### src/rtl/viterbi_ctrl.sv
// Frame sequencer for the K=3 Viterbi datapath: symbol intake, ACS/tail strobes, traceback, LIFO reversal, output.
// Optional abort input is enabled by defining VITERBI_CTRL_ABORT_EN.
module viterbi_ctrl #(
    parameter int FRAME_LEN = 16,
    parameter int TAIL_LEN  = 2,
    parameter int ADDR_W    = 5
) (
    input  logic              clk,
    input  logic              rst_n,
`ifdef VITERBI_CTRL_ABORT_EN
    input  logic              abort,
`endif
    input  logic              start,
    input  logic              sym_valid,
    input  logic [1:0]        sym_in,
    output logic              sym_ready,
    output logic [1:0]        dec_in,
    output logic              pm_init,
    output logic              acs_en,
    output logic              surv_wr_en,
    output logic [ADDR_W-1:0] surv_addr,
    output logic              tb_en,
    input  logic              tb_bit,
    output logic              out_valid,
    output logic              out_bit,
    input  logic              out_ready,
    output logic              busy,
    output logic              done
);

    localparam int TOTAL_LEN = FRAME_LEN + TAIL_LEN;
    localparam int IDX_W     = $clog2(FRAME_LEN);

    localparam logic [ADDR_W-1:0] LAST_DATA  = ADDR_W'(FRAME_LEN - 1);
    localparam logic [ADDR_W-1:0] FIRST_TAIL = ADDR_W'(FRAME_LEN);
    localparam logic [ADDR_W-1:0] LAST_ADDR  = ADDR_W'(TOTAL_LEN - 1);
    localparam logic [IDX_W-1:0]  LAST_IDX   = IDX_W'(FRAME_LEN - 1);

    typedef enum logic [2:0] {
        IDLE, INIT, ACS, TAIL, GAP, TB, OUT
    } state_t;

    state_t                state;
    logic [ADDR_W-1:0]     cnt;
    logic [ADDR_W-1:0]     cnt_next;
    logic [IDX_W-1:0]      idx;
    logic [FRAME_LEN-1:0]  lifo;

    assign cnt_next  = (cnt == LAST_ADDR) ? cnt : cnt + 1'b1;
    assign sym_ready = (state == ACS);
    assign out_valid = (state == OUT);
    assign out_bit   = lifo[idx];
    assign busy      = (state != IDLE);

    always_ff @(posedge clk or negedge rst_n) begin
        if (!rst_n) begin
            state      <= IDLE;
            dec_in     <= 2'b00;
            pm_init    <= 1'b0;
            acs_en     <= 1'b0;
            surv_wr_en <= 1'b0;
            surv_addr  <= '0;
            tb_en      <= 1'b0;
            done       <= 1'b0;
            cnt        <= '0;
            idx        <= '0;
            lifo       <= '0;
        end
`ifdef VITERBI_CTRL_ABORT_EN
        else if (abort && state != IDLE) begin
            // Abandon the frame silently; stale traceback bits must not leak into a later frame.
            state      <= IDLE;
            pm_init    <= 1'b0;
            acs_en     <= 1'b0;
            surv_wr_en <= 1'b0;
            tb_en      <= 1'b0;
            done       <= 1'b0;
            cnt        <= '0;
            idx        <= '0;
            lifo       <= '0;
        end
`endif
        else begin
            done <= 1'b0;
            case (state)
                IDLE: begin
                    if (start) begin
                        state   <= INIT;
                        pm_init <= 1'b1;
                        cnt     <= '0;
                        idx     <= '0;
                    end
                end
                INIT: begin
                    pm_init <= 1'b0;
                    state   <= ACS;
                end
                ACS: begin
                    if (sym_valid) begin
                        dec_in     <= sym_in;
                        acs_en     <= 1'b1;
                        surv_wr_en <= 1'b1;
                        surv_addr  <= cnt;
                        cnt        <= cnt_next;
                        if (cnt == LAST_DATA) state <= TAIL;
                    end else begin
                        acs_en     <= 1'b0;
                        surv_wr_en <= 1'b0;
                    end
                end
                TAIL: begin
                    // Zero flush symbols drive the trellis back to state 0 for traceback.
                    dec_in     <= 2'b00;
                    acs_en     <= 1'b1;
                    surv_wr_en <= 1'b1;
                    surv_addr  <= cnt;
                    cnt        <= cnt_next;
                    if (cnt == LAST_ADDR) state <= GAP;
                end
                GAP: begin
                    acs_en     <= 1'b0;
                    surv_wr_en <= 1'b0;
                    state      <= TB;
                end
                TB: begin
                    // First cycle only arms tb_en; each later edge captures the bit for the address shown.
                    if (!tb_en) begin
                        tb_en     <= 1'b1;
                        surv_addr <= LAST_ADDR;
                    end else begin
                        if (surv_addr < FIRST_TAIL) lifo[surv_addr[IDX_W-1:0]] <= tb_bit;
                        if (surv_addr == '0) begin
                            tb_en <= 1'b0;
                            idx   <= '0;
                            state <= OUT;
                        end else begin
                            surv_addr <= surv_addr - 1'b1;
                        end
                    end
                end
                OUT: begin
                    if (out_ready) begin
                        if (idx == LAST_IDX) begin
                            state <= IDLE;
                            done  <= 1'b1;
                        end else begin
                            idx <= idx + 1'b1;
                        end
                    end
                end
                default: state <= IDLE;
            endcase
        end
    end

endmodule

### config.mk
export PLATFORM = sky130hd
export DESIGN_NAME = viterbi_ctrl
export DESIGN_NICKNAME = d
export VERILOG_FILES = /design/src/rtl/viterbi_ctrl.sv
export SDC_FILE = /design/constraint.sdc
export NUM_CORES = 1
export LEC_CHECK = 0
export ABC_AREA = 1
export ABC_CLOCK_PERIOD_IN_PS = 2700
export CAP_MARGIN = 20
export CORE_ASPECT_RATIO = 0.7
export CORE_MARGIN = 4
export CORE_UTILIZATION = 50
export DETAILED_ROUTE_END_ITERATION = 12
export GPL_TIMING_DRIVEN = 0
export HOLD_SLACK_MARGIN = 0.12
export PLACE_DENSITY = 0.71
export SETUP_SLACK_MARGIN = 0.5
export SLEW_MARGIN = 30
export SYNTH_ARGS = -nofsm -noshare
export SYNTH_HDL_FRONTEND = slang
export SYNTH_SLANG_ARGS = --single-unit
### constraint.sdc
create_clock -name clk -period 2.7 [get_ports clk]
set_clock_uncertainty 0.15 [all_clocks]
set_input_delay 0.54 -clock clk [delete_from_list [all_inputs] [get_ports clk]]
set_output_delay 0.54 -clock clk [all_outputs]
set_load 0.01 [all_outputs]
==> run_results.csv <==
group,metric,value,unit
die,die_height,66.3,µm
global_routing,antenna_found_initial,0,
synth,synthDistinctLibCells,28,
setup_path,r2r_end,"idx[2]$_DFFE_PN0P_",
synth,synth_nets,351,
outcome,outcome,"completed",
synth,synth_area_per_cell,7.27,µm²
hold_path,holdPathEnd,"lifo[11]$_DFFE_PN0P_",
routing,wl_per_cell,13.7,µm
finish,antenna_cells,0,
global_routing,grt_usage,0.207,
setup_path,endpoint_kind,"output port",
routing,drc,0,
global_routing,grt_first_pass_wirelength,9730,µm
routing,vias,2200,
timing,setup_viol,0,
timing,rsz0062_at_grt,"true",
cts,cts.sinks,39,
timing,slew_headroom,0.726,
routing,firstDrtPassIters,4,
cts,cts_root_buffer,"clkbuf_8",
setup_path,critPathArrivalTime,1480,ps
finish,nNetsFinal,385,
synth,ys.flop_type,"dfrtp_1",
placement,gp_congestion,0.825,
die,pin_count,24,
power_and_ir_drop,powerDensity,929,nW/µm²
synth,synth_area_leaders,"dfrtp_1 40%, nand2_1 17%, nand3_1 7.0%",
setup_path,worstPathCellList,"buf_8 -> nand2_1 -> nand3_1 -> a21oi_1 -> nor2_1 -> nand2_1 -> nand2_1 -> buf_2",
cts,h-tree-depth,2,
cts,cts_tree,"done",
setup_path,crit_fanout,5,
setup_path,crit_type,"flop to output port",
cts,numCtsBuffers,5,
routing,drt_wl_total,5800,µm
timing,slew_violations,0,
finish,drive_gt1_frac,0.108,
setup_path,required,2010,ps
run,cap_violations,0,
synth,synth_seq_cells,39,
synth,synth_warnings,0,
synth,ys_seq_area_frac,0.402,
synth,async_flop_share,1.00,
setup_path,critPathLaunchType,"flop",
setup_path,cp_slowest_stage_delay,460,ps
hold_path,min-delay-start,"lifo[11]$_DFFE_PN0P_",
synth,synth_most_common_cell,"nand2_1",
hold_path,min_path_cells,2,
die,core,4500,µm²
timing,hold_viol,0,
cts,cts.path.max_buffers,2,
timing,clock.fmax,0.460,GHz
die,fp.dieW,91.3,µm
power_and_ir_drop,p_leak,1.36,nW
routing,drt_iter0_drc,161,
timing,period_minus_slack,2170,ps
timing,setup_tns,0,ps
synth,synth_edf_count,0,
timing,hold_ws,330,ps
setup_path,cp_common_cell,"nand2_1",
finish,layout.cells.non_filler,424,
cts,worstSkewPairLatency,290,ps
routing,detail-route-antenna-nets,0,
die,start_util,0.539,
synth,ys_top_cells_by_count,"111 x nand2_1, 39 x dfrtp_1, 36 x inv_1, 34 x nand3_1, 30 x nor2_1",
power_and_ir_drop,ir_drop,0.418,mV
global_routing,grt_overflow,0,
synth,syn_inst,334,
setup_path,r2r_start,"surv_addr[0]$_DFFE_PN0P_",
finish,synthToLayoutAreaGrowth,18.8,%
hold_path,hold_class,"flop to flop",
die,rows,20,
global_routing,grt_pass1_vias,2029,
global_routing,grt_max_degree,29,
cts,clkTransAtPathRegs,70,ps
synth,synth_area_leader_cell,"dfrtp_1",
placement,portBuffers,22,
setup_path,reg2reg_depth,11,
placement,hpwl,4400,µm
timing,worst_pin_slew,412,ps
synth,synth_top_area_frac,0.402,
synth,netlist_area,2430,µm²
placement,placedCellCount,412,
setup_path,r2r_slack,700,ps
routing,viasPerCell,5.19,
setup_path,cp_slowest_cell,"dfrtp_2",
timing,period_share,0.805,
die,dieArea,6050,µm²
[per-stage QoR]
| stage | worst slack, ps | area (µm²) | total power [mW] | utilization |
|---|---|---|---|---|
| 3_5_place_dp | 232 | 2730 | 2.23 | 0.606 |
| 5_1_grt | 431 | 2880 | 2.92 | 0.640 |
| 2_1_floorplan | 922 | 2430 | 1.78 | - |
| 4_1_cts | 369 | 2840 | 2.63 | 0.630 |
| 6_report | 527 | 2880 | 2.68 | 0.640 |
| 3_3_place_gp | -64.2 | 2720 | 2.21 | 0.603 |
[worst max path at each step]
stage	startpoint	endpoint	slack, ps	cells past startpoint
after floorplan	idx[0]$_DFFE_PN0P_	out_bit	920	7
after global placement	rst_n	cnt[1]$_DFFE_PN0P_	-60	1
after detailed placement	idx[0]$_DFFE_PN0P_	out_bit	230	8
after global routing	idx[0]$_DFFE_PN0P_	out_bit	430	8
after CTS	idx[0]$_DFFE_PN0P_	out_bit	370	8
final	idx[0]$_DFFE_PN0P_	out_bit	530	8
[report_power, final]
part	switching, mW	internal (mW)
Clock	0.210	0.182
Sequential	0.135	0.726
Combinational	0.851	0.576
Total	1.20	1.48
[critical path: cells and delay by family (launching register included)]
kind / cells / cell delay (ps)
DFF: 1 / 460
AOI/OAI and AO/OA: 1 / 160
buffers and inverters: 2 / 280
and+or+nand+nor: 5 / 290
[layout by cell type (no fill, tap or decap), types with 2 or more instances in the layout]
cell,count
a21boi_0,2
a21oi_1,8
buf_2,2
buf_4,3
buf_6,5
clkbuf_1,3
clkbuf_8,5
clkdlybuf4s15_1,2
clkdlybuf4s50_1,17
dfrtp_1,36
dfrtp_2,3
ha_1,9
inv_1,35
nand2_1,111
nand3_1,34
nand4_1,2
nor2_1,27
nor2_2,8
nor2_4,3
nor3_1,3
o211ai_1,2
o21ai_0,21
o21ai_1,6
o31ai_1,5
xor2_1,2
[cell type report]
class	count	area, µm²
Multi-Input combinational cell	250	1250
Sequential cell	39	980
Clock buffer	7	76.3
Fill cell	386	1620
Tap cell	55	68.8
Timing Repair Buffer	27	279
Clock inverter	1	5.00
Inverter	37	141
Buffer	8	82.6
[flip-flops by register name, summed over array words and instances (netlist names)]
name / count
pm_init: 1
state: 3
done: 1
tb_en: 1
dec_in: 2
surv_wr_en: 1
idx: 4
surv_addr: 5
cnt: 5
lifo: 16
[repair_timing]
item                                    CTS  global route
setup buffers                             1             1
endpoints found under the setup margin    4             4
hold buffers                              1             0
gates cloned                              0             1
endpoints found under the hold margin    11             0
pin swaps                                 0             5
resized for setup                         9            13
[routing by layer]
layer	up-vias	routed length, µm	global-route usage
li1	1141	-	-
met1	991	3050	0.324
met2	61	2360	0.280
met3	7	325	0.0353
met4	0	65	0.0714
met5	-	0	0
[kinds of logic after synthesis]
family / after synthesis / share of synthesized area
simple gates: 194 / 0.353
compound gates: 45 / 0.104
fa+ha+maj: 9 / 0.0464
buf+inv: 45 / 0.0876
flops: 39 / 0.402
xor+xnor: 2 / 0.00722
No activity file was read; power rests on OpenSTA's default activity.
